**src/rtl/fir_mem_ctrl.sv**
```systemverilog
// fir_mem_ctrl: FIR sample/coefficient memory sequencer with 2-cycle-aligned MAC strobes; FIR_CTRL_CLEAR_EN adds clear_i and a CLEAR state
module fir_mem_ctrl #(
   parameter int DATA_WIDTH    = 32,
   parameter int ADDRESS_WIDTH = 3,
   parameter int NUM_TAPS      = 4,
   parameter int X_BASE        = 0,
   parameter int H_BASE        = 4
) (
   input  logic                     clk_i,
   input  logic                     rst_ni,
`ifdef FIR_CTRL_CLEAR_EN
   input  logic                     clear_i,
`endif
   input  logic [DATA_WIDTH-1:0]    sample_i,
   input  logic                     sample_valid_i,
   output logic                     sample_ready_o,
   output logic                     mem_en_x_o,
   output logic                     mem_we_x_o,
   output logic [ADDRESS_WIDTH-1:0] mem_addr_x_o,
   output logic [DATA_WIDTH-1:0]    mem_x_o,
   output logic                     mem_en_h_o,
   output logic                     mem_we_h_o,
   output logic [ADDRESS_WIDTH-1:0] mem_addr_h_o,
   output logic                     mac_en_o,
   output logic                     mac_first_o,
   output logic                     mac_last_o,
   output logic                     done_o,
   output logic                     busy_o
);
   localparam int PW = $clog2(NUM_TAPS);
   localparam logic [PW-1:0] LAST = PW'(NUM_TAPS - 1);
   localparam logic [ADDRESS_WIDTH-1:0] XB = ADDRESS_WIDTH'(X_BASE);
   localparam logic [ADDRESS_WIDTH-1:0] HB = ADDRESS_WIDTH'(H_BASE);
   typedef enum logic [2:0] {
      IDLE, WRITE, RUN, DRAIN, DONE
`ifdef FIR_CTRL_CLEAR_EN
      , CLEAR
`endif
   } state_t;
   state_t state;
   logic [PW-1:0] wptr, rptr, k, rptr_dec;
   logic [1:0] vld, fst, lst;
   logic issue, clr_st;
`ifdef FIR_CTRL_CLEAR_EN
   assign clr_st = state == CLEAR;
   assign sample_ready_o = state == IDLE && !clear_i;
`else
   assign clr_st = 1'b0;
   assign sample_ready_o = state == IDLE;
`endif
   always_comb begin
      issue = state == WRITE || state == RUN;
      rptr_dec = rptr == '0 ? LAST : rptr - 1'b1;
      mem_en_x_o = issue || clr_st;
      mem_we_x_o = state == WRITE || clr_st;
      mem_addr_x_o = mem_en_x_o ? XB + ADDRESS_WIDTH'(clr_st ? k : rptr) : '0;
      mem_en_h_o = issue;
      mem_we_h_o = 1'b0;
      mem_addr_h_o = issue ? HB + ADDRESS_WIDTH'(k) : '0;
      busy_o = state != IDLE;
      mac_en_o = vld[1];
      mac_first_o = fst[1];
      mac_last_o = lst[1];
   end
   always_ff @(posedge clk_i or negedge rst_ni) begin
      if (!rst_ni) begin
         state <= IDLE;
         wptr <= '0;
         rptr <= '0;
         k <= '0;
         vld <= '0;
         fst <= '0;
         lst <= '0;
         done_o <= 1'b0;
         mem_x_o <= '0;
      end else begin
         vld <= {vld[0], issue};
         fst <= {fst[0], state == WRITE};
         lst <= {lst[0], state == RUN && k == LAST};
         done_o <= lst[1];
         case (state)
            IDLE:
`ifdef FIR_CTRL_CLEAR_EN
               if (clear_i) begin
                  mem_x_o <= '0;
                  k <= '0;
                  state <= CLEAR;
               end else
`endif
               if (sample_valid_i) begin
                  mem_x_o <= sample_i;
                  rptr <= wptr;
                  k <= '0;
                  state <= WRITE;
               end
            WRITE: begin
               rptr <= rptr_dec;
               k <= k + 1'b1;
               state <= RUN;
            end
            RUN:
               if (k == LAST) begin
                  k <= '0;
                  state <= DRAIN;
               end else begin
                  k <= k + 1'b1;
                  rptr <= rptr_dec;
               end
            DRAIN:
               if (k == PW'(1)) begin
                  k <= '0;
                  state <= DONE;
               end else k <= k + 1'b1;
            DONE: begin
               wptr <= wptr == LAST ? '0 : wptr + 1'b1;
               state <= IDLE;
            end
`ifdef FIR_CTRL_CLEAR_EN
            CLEAR:
               if (k == LAST) begin
                  k <= '0;
                  wptr <= '0;
                  state <= IDLE;
               end else k <= k + 1'b1;
`endif
            default: state <= IDLE;
         endcase
      end
   end
endmodule

```
**config.mk**
```make
export PLATFORM = sky130hd
export DESIGN_NAME = fir_mem_ctrl
export DESIGN_NICKNAME = d
export VERILOG_FILES = /design/src/rtl/fir_mem_ctrl.sv
export SDC_FILE = /design/constraint.sdc
export NUM_CORES = 1
export LEC_CHECK = 0
export CAP_MARGIN = 10
export CORE_AREA = 3 3 74 76
export CTS_CLUSTER_DIAMETER = 60
export DETAILED_ROUTE_END_ITERATION = 7
export DIE_AREA = 0 0 77 79
export PLACE_DENSITY = 0.78
export SYNTH_ARGS = -nofsm -noshare
export SYNTH_HDL_FRONTEND = slang
export SYNTH_SLANG_ARGS = --single-unit
export TNS_END_PERCENT = 30
```
**constraint.sdc**
```tcl
create_clock -name clk_i -period 2 [get_ports clk_i]
set_input_delay 0.2 -clock clk_i [delete_from_list [all_inputs] [get_ports clk_i]]
set_output_delay 0.2 -clock clk_i [all_outputs]
set_load 0.005 [all_outputs]
```
# [Word-level counts from Yosys, hierarchy flattened]
# Index checks and enable logic that the tools add are counted.
[totals] ff_bits=48 latch_bits=0 mem_bits_rw=0 mem_bits_ro=0 out_inout_bits=48 elab_cells=50 memories=0
[op_classes] add_sub_neg=4 n_mul=0 n_div=0 magnitude_cmp=0 eq_ne=11 shift=0 muxes=15 n_bitwise=0 reduce_logical=11
[op_table] op="two-way mux 2 bit" count=8
[op_table] op="two-way mux 3 bit" count=4
[op_table] op="one-hot mux 3 bit (4 select lines)" count=1
[op_table] op="one-hot mux 2 bit (4 select lines)" count=1
[op_table] op="equality test 3 x 2 -> 1 bit, second input constant" count=2
[op_table] op="!= test 2 bit, second input constant" count=3
[op_table] op="one-hot mux 2 bit (3 select lines)" count=1
[op_table] op="AND reduction 3 bit" count=2
[op_table] op="nonzero test 3 bit" count=2
[op_table] op="adder 2 x 1 -> 2 bit, second input constant" count=2
[op_table] op="equality test 2 bit, second input constant" count=2
[op_table] op="AND reduction 2 bit" count=2
[op_table] op="nonzero test 4 bit" count=1
[op_table] op="adder 3 x 2 -> 3 bit, first input constant" count=1
[op_table] op="equality test 3 x 1 -> 1 bit, second input constant" count=1
[op_table] op="equality test 3 bit, second input constant" count=1
[op_table] op="logical NOT 3 bit" count=1
[op_table] op="equality test 2 x 1 -> 1 bit, second input constant" count=1
[op_table] op="logical NOT 2 bit" count=1
[op_table] op="!= test 2 x 1 -> 1 bit, second input constant" count=1
[op_table] op="subtractor 2 x 1 -> 2 bit, second input constant" count=1
[op_table] op="logical AND 1 bit" count=1
[op_table] op="logical OR 1 bit" count=1

# [Logic depth before layout (Yosys ltp)]
[depth] ltp_word=4 ltp_mapped=5

# [Worst setup path before layout]
# Ideal clock, no wire load.
[synth_timing] kind="register to register" from="register state[1]" to="register mem_x_o[10]" t_arrival_ns=1.346 t_required_ns=1.875 path_slack_ns=0.529 path_stages_with_launch=6 path_cell_list="dfrtp_1 buf_6 nand2b_4 nor3_4 buf_6 mux2_2"
[synth_via] elab_chain_len=2
[synth_rtl] element="from (decl)" line_no="40" source="state_t state;"
[synth_rtl] element="from (signal assigned)" line_no="67" source="state <= IDLE;"
[synth_rtl] element="from (signal assigned)" line_no="94" source="state <= WRITE;"
[synth_rtl] element="from (signal assigned)" line_no="99" source="state <= RUN;"
[synth_rtl] element="logical NOT 3 bit" line_no="81" source="case (state)"
[synth_rtl] element="AND reduction 2 bit (no line)"
[synth_rtl] element="to (signal assigned)" line_no="91" source="mem_x_o <= sample_i;"
[synth_rtl] element="to (decl)" line_no="20" source="output logic [DATA_WIDTH-1:0] mem_x_o,"
# Every way passes these cells.
# A chain may end at the register's enable or synchronous reset.

# [Final worst setup path]
[layout_timing] from="register state[2]" to="output port mem_addr_x_o[1]"
[layout_via] elab_chain_len=3 word_cells_on_any_way=4 classes_between="2 x eq/ne; 1 x mux; 1 x reduce/logical"
[layout_rtl] element="equality test 3 x 1 -> 1 bit or equality test 3 x 2 -> 1 bit (tied branches)" line_no="52" source="issue = state == WRITE || state == RUN;"
[layout_rtl] element="logical OR 1 bit (*)" line_no="52"
[layout_rtl] element="two-way mux 2 bit (*)" line_no="56" source="mem_addr_x_o = mem_en_x_o ? XB + ADDRESS_WIDTH'(clr_st ? k : rptr) : '0;"
[layout_rtl] element="to (decl)" line_no="19" source="output logic [ADDRESS_WIDTH-1:0] mem_addr_x_o,"
# Mark *: on every way between the ends. The rest lies on a longest branch, timed or not.

==> impl_metrics.json <==
{
  "power_leakage_nw": 1.30,
  "synth_fa_ha_area_frac": 0.0300,
  "clock_skew_ps": 7.73,
  "die-width_um": 77,
  "power_density_nw_per_um2": 1550,
  "initial_utilization": 0.435,
  "cts_root_buffer": "clkbuf_8",
  "routed_wl_um": 4250,
  "fin_ws_ps": 106,
  "fp-row-count": 25,
  "cp_data_arrival_time_ps": 1690,
  "finalHoldViolCount": 0,
  "drive_gt1_frac": 0.224,
  "cpMaxStageDelayCell": "clkdlybuf4s50_1",
  "synthMuxAreaShare": 0.184,
  "final_area_um2": 3050,
  "setup_viol": 0,
  "cts_buffers": 5,
  "synthSimpleGateAreaFrac": 0.0745,
  "cp.required_ps": 1800,
  "async_flop_share": 1.00,
  "grt_pass1_vias": 1391,
  "place_ws_ps": 263,
  "synth_edf_count": 0,
  "drt_iter0_drc": 39,
  "synth_top_family_by_area": "multiplexers",
  "cts.htree.levels": 2,
  "dp_hpwl_um": 3090,
  "hold_path_class": "flip-flop to flip-flop",
  "maxSlewHeadroom": 0.639,
  "ant_nets": 0,
  "cts_tree": "yes",
  "path_max_fanout": 11,
  "fin_util": 0.638,
  "io_pins": 83,
  "ys_types": 34,
  "yosys_register_bits": 48,
  "slowest_delay_ps": 520,
  "cp_cell_sequence": "buf_4 -> nor3_1 -> clkdlybuf4s50_1",
  "cpLargestDelayFamily": "buffers and inverters",
  "synth-xor-area-share": 0.00841,
  "wl_per_cell_um": 14.0,
  "syn_to_final_growth_pct": 46.7,
  "synth_seq_area_share": 0.577,
  "rsz0062_at_grt": "false",
  "tns_ps": 0,
  "status": "finished clean",
  "grt_pass1_wl_um": 6930,
  "portBuffers": 80,
  "die_area_um2": 6080,
  "vias_per_cell": 4.69,
  "vias": 1427,
  "grt-ovfl-total": 0,
  "first_pass_iters": 4,
  "end_kind": "output pin",
  "ir_worst_vdd_v": 0.000794,
  "maxSlewViolCount": 0,
  "final_nets": 276,
  "dieHeight_um": 79,
  "antennaDiodeCount": 0,
  "min_period_ps": 1890,
  "place_area_um2": 2930,
  "hold_ws_ps": 361,
  "synth_cells": 154,
  "clk_pin_slew_worst_paths_ps": 90,
  "routabilityCongestion": 0.768,
  "path_buf_inv": 2,
  "clk_path_buf_depth": 2,
  "core_um2": 4790,
  "synth_area_um2": 2080,
  "critPathKind": "flip-flop to output pin",
  "fin_crit_sh": 0.947,
  "clk_latency_ps": 290,
  "synth-compound-area-share": 0.0583,
  "synth_warnings": 0,
  "antenna_found_initial": 0,
  "drc": 0,
  "cp-start-kind": "flip-flop",
  "grtUsageTotal": 0.144,
  "cap_violations": 0,
  "postSynthAreaPerCell_um2": 13.5,
  "fmax_ghz": 0.528,
  "synth_ff_type": "dfrtp_1",
  "cts.sinks": 48,
  "tightest_slew_ps": 541,
  "grt_max_degree": 33,
  "cts_setup_buffers": 0
}
metal layers:
metal | up-vias | global-route usage | part of all wire
met5 | - | 0 | 0
li1 | 700 | - | -
met2 | 51 | 0.232 | 0.48
met3 | 6 | 0.0408 | 0.060
met1 | 670 | 0.192 | 0.46
met4 | 0 | 0.0374 | 0.0085
metrics by stage:
stage,power [mW],cells
finish,4.72,304
CTS,4.78,304
floorplan,2.87,155
global placement,4.03,295
detailed placement,4.08,295
global route,5.08,304
power breakdown:
group	leakage [nW]	total [mW]	switching [mW]	internal, mW
Clock	0.0552	0.674	0.303	0.371
Sequential	0.577	1.68	0.242	1.44
Combinational	0.667	2.37	0.849	1.52
logic make-up after synthesis:
| family | count (synthesis) |
|---|---|
| XOR/XNOR | 2 |
| multiplexers | 34 |
| buffers and inverters | 21 |
| flip-flops | 48 |
| other | 1 |
| AND/OR/NAND/NOR | 25 |
| AO/OA/AOI/OAI | 18 |
| adder cells (fa/ha/maj) | 5 |
final timing paths:
kind                                        end     start  cells past startpoint  slack (ps)
worst max register to register      mem_x_o[15]  state[1]                      5         360
worst min register to register           vld[1]    vld[0]                      0         360
worst min-delay path                     vld[1]    vld[0]                      0         360
min in group asynchronous           mem_x_o[21]    rst_ni                      2         430
worst max-delay path            mem_addr_x_o[1]  state[2]                      3         110
max in group asynchronous              state[2]    rst_ni                      3        1040
final cells by class:
cell class,count,area (um^2)
multi-input combinational,86,752
timing repair buffer,87,878
tap,67,83.8
fill,402,1730
inverter,8,30.0
clock inverter,2,35.0
sequential,48,1200
clock buffer,6,72.6
repair_timing:
action	CTS	global route
hold endpoints to repair	23	0
gates resized for setup	0	3
hold buffers	1	0
setup endpoints to repair	0	4
flip-flops by register name, indices dropped and copies added (netlist names):
name	count
done_o	1
fst	2
k	2
lst	2
mem_x_o	32
rptr	2
state	3
vld	2
wptr	2
cell usage after synthesis, types with 2 or more instances:
library cell,number,share of area
buf_4,5,0.018
inv_1,8,0.014
buf_2,2,0.0048
ha_1,5,0.030
nor4_1,2,0.0060
nor3_1,7,0.017
a31oi_1,3,0.0090
buf_6,5,0.027
nor2_1,5,0.0090
nand2b_1,2,0.0060
mux2_2,33,0.18
dfrtp_1,48,0.58
o21ai_0,6,0.014
nand2_1,3,0.0054
placed cells by master (no fill, tap or decap), drive strengths merged, types with 2 or more instances in the layout:
cell            n
mux2           34
nor4            2
inv             8
nor3            8
nand2           3
conb            2
nand2b          3
nor2            5
clkbuf          6
dfrtp          48
o21ai           6
a31oi           3
buf             7
clkdlybuf4s50  78
o31ai           2
ha              5
worst reg2reg max path, delay by kind of cell (launching register included):
kind	cells	cell delay [ps]
DFF	1	400
buffers and inverters	2	420
muxes	1	390
and+or+nand+nor	2	310
Power figures use the tool's default switching activity.
